--- src/rtl/layer_compositor.sv ---
// layer_compositor: per-pixel layer compositor.
// Qualifies layer hit flags with a frame-latched enable mask and blink
// mode, picks the highest-priority (lowest index) visible layer and emits
// its palette code. Sync travels alongside the pixel so the output stays
// aligned with the two-stage pipeline.
//
// Flow control: there is no handshake. pix_valid marks an active-video
// pixel and one pixel is accepted every clock with no backpressure;
// out_valid is pix_valid delayed by exactly two cycles.
module layer_compositor #(
    parameter int NUM_LAYERS = 8,
    parameter int CODE_W     = 5,
    parameter int SYNC_W     = 2,
    parameter int BLINK_LOG2 = 4
) (
    input  logic                         clk,
    input  logic                         rst_n,
    input  logic                         frame_start,
    input  logic                         pix_valid,
    input  logic [NUM_LAYERS-1:0]        hit,
    input  logic [SYNC_W-1:0]            sync_in,
    input  logic [NUM_LAYERS-1:0]        cfg_mask,
    input  logic [NUM_LAYERS-1:0]        cfg_blink,
    input  logic [NUM_LAYERS*CODE_W-1:0] cfg_codes,
    input  logic [CODE_W-1:0]            bg_code,
    output logic                         out_valid,
    output logic [CODE_W-1:0]            display,
    output logic                         out_hit,
    output logic [SYNC_W-1:0]            sync_out
);

    // Layer index width; a single-layer build still needs a 1-bit index.
    localparam int IDX_W = (NUM_LAYERS > 1) ? $clog2(NUM_LAYERS) : 1;
    localparam int FC_W  = BLINK_LOG2 + 1;

    // Active (frame-latched) configuration.
    logic [NUM_LAYERS-1:0]        r_mask;
    logic [NUM_LAYERS-1:0]        r_blink;
    logic [NUM_LAYERS*CODE_W-1:0] r_codes;
    logic [CODE_W-1:0]            r_bg;
    logic [FC_W-1:0]              r_frame_cnt;

    // Stage 1 registers: qualified hits plus a snapshot of the codes that
    // were active when the pixel was presented.
    logic                         r_s1_valid;
    logic [NUM_LAYERS-1:0]        r_s1_q;
    logic [NUM_LAYERS*CODE_W-1:0] r_s1_codes;
    logic [CODE_W-1:0]            r_s1_bg;
    logic [SYNC_W-1:0]            r_s1_sync;

    // Stage 2 (output) registers.
    logic                         r_out_valid;
    logic [CODE_W-1:0]            r_display;
    logic                         r_out_hit;
    logic [SYNC_W-1:0]            r_sync_out;

    // Combinational helpers.
    logic                         w_phase;
    logic [NUM_LAYERS-1:0]        w_q;
    logic                         w_any;
    logic [IDX_W-1:0]             w_win_idx;
    logic [CODE_W-1:0]            w_win_code;

    // Blink phase comes from the top bit of the frame counter; blinking
    // layers are hidden while it is set.
    assign w_phase = r_frame_cnt[BLINK_LOG2];
    assign w_q     = hit & r_mask & ~(r_blink & {NUM_LAYERS{w_phase}});

    // Latch configuration and advance the blink counter on frame_start only.
    always_ff @(posedge clk or negedge rst_n) begin
        if (!rst_n) begin
            r_mask      <= '0;
            r_blink     <= '0;
            r_codes     <= '0;
            r_bg        <= '0;
            r_frame_cnt <= '0;
        end else if (frame_start) begin
            r_mask      <= cfg_mask;
            r_blink     <= cfg_blink;
            r_codes     <= cfg_codes;
            r_bg        <= bg_code;
            r_frame_cnt <= r_frame_cnt + FC_W'(1);
        end
    end

    // Stage 1: qualify against the config present this cycle and freeze
    // the codes with the pixel, so a later frame_start cannot touch it.
    always_ff @(posedge clk or negedge rst_n) begin
        if (!rst_n) begin
            r_s1_valid <= 1'b0;
            r_s1_q     <= '0;
            r_s1_codes <= '0;
            r_s1_bg    <= '0;
            r_s1_sync  <= '0;
        end else begin
            r_s1_valid <= pix_valid;
            r_s1_q     <= pix_valid ? w_q : '0;
            r_s1_codes <= r_codes;
            r_s1_bg    <= r_bg;
            r_s1_sync  <= sync_in;
        end
    end

    // Priority encoder: scan from the highest index down so the lowest
    // qualified index is the final assignment.
    always_comb begin
        w_any     = 1'b0;
        w_win_idx = '0;
        for (int i = NUM_LAYERS - 1; i >= 0; i--) begin
            if (r_s1_q[i]) begin
                w_any     = 1'b1;
                w_win_idx = IDX_W'(i);
            end
        end
    end

    assign w_win_code = r_s1_codes[w_win_idx*CODE_W +: CODE_W];

    // Stage 2: choose winner code or background; blank invalid pixels.
    always_ff @(posedge clk or negedge rst_n) begin
        if (!rst_n) begin
            r_out_valid <= 1'b0;
            r_display   <= '0;
            r_out_hit   <= 1'b0;
            r_sync_out  <= '0;
        end else begin
            r_out_valid <= r_s1_valid;
            r_sync_out  <= r_s1_sync;
            if (!r_s1_valid) begin
                r_display <= '0;
                r_out_hit <= 1'b0;
            end else if (w_any) begin
                r_display <= w_win_code;
                r_out_hit <= 1'b1;
            end else begin
                r_display <= r_s1_bg;
                r_out_hit <= 1'b0;
            end
        end
    end

    assign out_valid = r_out_valid;
    assign display   = r_display;
    assign out_hit   = r_out_hit;
    assign sync_out  = r_sync_out;

endmodule
--- config.mk ---
export PLATFORM = sky130hd
export DESIGN_NAME = layer_compositor
export DESIGN_NICKNAME = d
export VERILOG_FILES = /design/src/rtl/layer_compositor.sv
export SDC_FILE = /design/constraint.sdc
export NUM_CORES = 1
export LEC_CHECK = 0
export CAP_MARGIN = 25
export CORE_UTILIZATION = 50
export DETAILED_ROUTE_END_ITERATION = 7
export GPL_TIMING_DRIVEN = 0
export PLACE_DENSITY = 0.85
export SLEW_MARGIN = 5
export SYNTH_ARGS = -nofsm -noshare
export SYNTH_HDL_FRONTEND = slang
export SYNTH_SLANG_ARGS = --single-unit
--- constraint.sdc ---
create_clock -name clk -period 2.11 [get_ports clk]
set_input_delay 0.5275 -clock clk [delete_from_list [all_inputs] [get_ports clk]]
set_output_delay 0.5275 -clock clk [all_outputs]
set_load 0.01 [all_outputs]
==> run_results.csv <==
group,metric,value,unit
clock_network,postCtsSetupRepairBufs,0,
drt,wire_per_inst,18.2,µm
global_routing,grt_first_pass_wirelength,15900,µm
drt,drt_iter0_drc,159,
sta,rsz0062_at_grt,"false",
drt,viasPerCell,5.38,
worst_setup_path,worstSetupPathType,"reg2out",
clock_network,clockBufferDepth,2,
synthesis,ys_types,33,
placement,dpl.hpwl,6130,µm
worst_setup_path,slowest_stage,"clkdlybuf4s50_1",
cells_and_area,final_nets,480,
global_routing,grt_pass1_vias,3092,
power_and_ir_drop,powerDensity,1070,mW/mm²
floorplanning,pin_count,84,
power_and_ir_drop,finalPower,6.78,mW
worst_setup_path,critPathLaunchType,"register",
clock_network,tritoncts,"done",
cells_and_area,layout_common_cells,"dfrtp_1 (131), clkdlybuf4s50_1 (81), mux2_2 (62), mux2i_1 (22), clkbuf_16 (16)",
global_routing,grt_max_degree,76,
power_and_ir_drop,comb_power_share,12.8,%
synthesis,synth_top_family_by_area,"multiplexers",
floorplanning,die_h,99.1,µm
clock_network,htree_num_levels,4,
floorplanning,die-area,0.00982,mm²
worst_setup_path,path_cells,"clkdlybuf4s50_1",
synthesis,synth_top_cell_area_share,69.5,%
floorplanning,num_rows,35,
synthesis,synth_area_leader_cell,"dfrtp_1",
worst_setup_path,required,1580,ps
synthesis,synth_edf_count,0,
worst_setup_path,crit_cells,1,
synthesis,synth-compound-area-share,4.59,%
synthesis,yosys.area_share.adder,0.265,%
placement,place_inst,495,
worst_hold_path,holdCritPathClass,"reg2reg",
sta,clock.fmax,519,MHz
worst_setup_path,reg2reg_depth,7,
power_and_ir_drop,p_clk_share,43.5,%
worst_setup_path,cp_top_family,"buffers and inverters",
floorplanning,die-width,99.1,µm
clock_network,postCtsHoldBufs,1,
synthesis,syn_nets,377,
synthesis,yosys-mux-area-fraction,19.5,%
power_and_ir_drop,cellLeakagePower,2.73,nW
synthesis,synth_simple_gate_area_share,3.80,%
clock_network,cts_buffers,17,
job,max_cap_viol_count,0,
floorplanning,initial_core_util,51.3,%
cells_and_area,design_area,0.00632,mm²
floorplanning,core,0.00920,mm²
worst_setup_path,end_kind,"primary output",
drt,drc_errors,0,
synthesis,synth-xor-area-share,0.743,%
cells_and_area,antenna_cells,0,
synthesis,postSynthAreaPerCell,15.7,µm²
synthesis,ys_top_cells_by_area,"dfrtp_1 (70%), mux2_2 (15%), mux2i_1 (4.7%), a21oi_1 (1.3%), nand3_1 (1.1%)",
sta,hold_violations,0,
power_and_ir_drop,switching_power,1.65,mW
power_and_ir_drop,sw_frac_of_total,24.3,%
cells_and_area,final_core_util,68.7,%
clock_network,clk_latency,510,ps
worst_setup_path,cp.arrival,1400,ps
sta,period_needed,1930,ps
power_and_ir_drop,intPower,5.14,mW
placement,port_buffers,82,
drt,firstDrtPassIters,5,
synthesis,netlist_instances,301,
outcome,status,"complete, no violations",
synthesis,yosysWarnings,0,
cells_and_area,layout.cells.most_common,"dfrtp_1",
sta,worst_slew_pin_slew,690,ps
synthesis,ys_ff_latch,131,
clock_network,clkSinkCount,131,
clock_network,cts_root_buf,"clkbuf_8",
power_and_ir_drop,ir_drop,0.718,mV
sta,max_slew_margin,54.0,%
synthesis,synthArstFlopShare,100,%
sta,final_max_slew_viol_count,0,
cells_and_area,stdcell_count,528,
worst_setup_path,slowest_delay,550,ps
global_routing,grt_antenna_before_repair,0,
worst_setup_path,path_max_fanout,1,
drt,postRouteAntennaNets,0,
cells_and_area,drive_gt1_share,24.9,%
clock_network,cts.reportedPaths.clkPinSlew,60,ps
global_routing,grtUsageTotal,21.9,%
sta,finalClockSkew,5.89,ps
global_routing,grt_overflow,0,
sta,setup_viol,0,
synthesis,syn_area,0.00471,mm²
sta,post-route-period-util,91.3,%
synthesis,ys_seq_area_share,69.5,%
synthesis,synthFlopType,"dfrtp_1",
drt,vias,2843,
placement,placed_area,0.00570,mm²
placement,place_congestion,0.811,
worst_setup_path,cp_num_buf_inv,1,
power_and_ir_drop,pwr-share-seq,43.7,%
worst_hold_path,worstHoldPathCells,0,
drt,wirelength,9590,µm
clock_network,cts.repair.resized,0,
cells_and_area,syn_to_final_growth,34.0,%
power groups by stage:
| stage | Sequential, mW | Clock (mW) | Combinational [mW] |
|---|---|---|---|
| after floorplan | 2.96 | 0 | 0.483 |
| after global placement | 2.98 | 0 | 0.816 |
| after detailed placement | 3.00 | 0 | 0.852 |
| after CTS | 2.97 | 2.99 | 0.877 |
| after global routing | 3.00 | 3.13 | 0.941 |
| final | 2.96 | 2.95 | 0.865 |
routing by layer:
metal	wire length (µm)	up-vias	track usage (%)
li1	-	1276	-
met1	4000	1452	26.9
met2	4930	87	36.6
met3	421	28	6.39
met4	235	0	9.39
met5	0	-	0
cell families (layout without fill, tap and decap cells):
group / Yosys count / count (layout)
fa+ha+maj: 1 / 1
simple gates: 34 / 34
flops: 131 / 131
compound gates: 33 / 33
mux: 84 / 84
buf+inv: 14 / 130
xor+xnor: 4 / 4
worst paths after layout:
path                              start              to  slack [ps]
min reg2reg                r_s1_sync[0]     sync_out[0]         350
max                          display[2]      display[2]         180
max in group asynchronous         rst_n  r_s1_codes[23]         850
max reg2reg                   r_s1_q[2]      display[3]         230
min                        r_s1_sync[0]     sync_out[0]         350
min in group asynchronous         rst_n     r_codes[31]         540
state kept, by name (all words and copies together), names as in the netlist:
signal	count
out_valid	1
r_s1_bg	5
r_s1_sync	2
r_mask	8
r_s1_q	8
r_frame_cnt	5
out_hit	1
r_s1_valid	1
r_bg	5
sync_out	2
r_s1_codes	40
r_blink	8
display	5
r_codes	40
area by class of cell:
class,count,area (µm²)
Inverter,2,7.51
Timing Repair Buffer,84,860
Fill cell,610,2880
Buffer,12,67.6
Clock buffer,19,432
Clock inverter,13,175
Multi-Input combinational cell,156,1360
Tap cell,111,139
Sequential cell,131,3280
synthesized netlist by cell type, drive strengths merged (2+ instances only):
cell type / number
mux2: 62
o21ai: 7
nand2b: 3
a21oi: 12
clkbuf: 7
nand2: 8
inv: 2
mux2i: 22
dfrtp: 131
nor2: 5
nand3: 10
a21o: 2
xnor2: 3
nor3: 2
buf: 5
o211a: 5
nand4: 2
stage by stage:
stage | setup WS (ps) | hold slack (ps) | TNS (ps)
2_1_floorplan | 446 | 232 | 0
3_3_place_gp | -4170 | 336 | -545950
3_5_place_dp | 126 | 341 | 0
4_1_cts | 155 | 357 | 0
5_1_grt | 75.2 | 359 | 0
6_report | 183 | 355 | 0
Power figures use the tool's default switching activity.
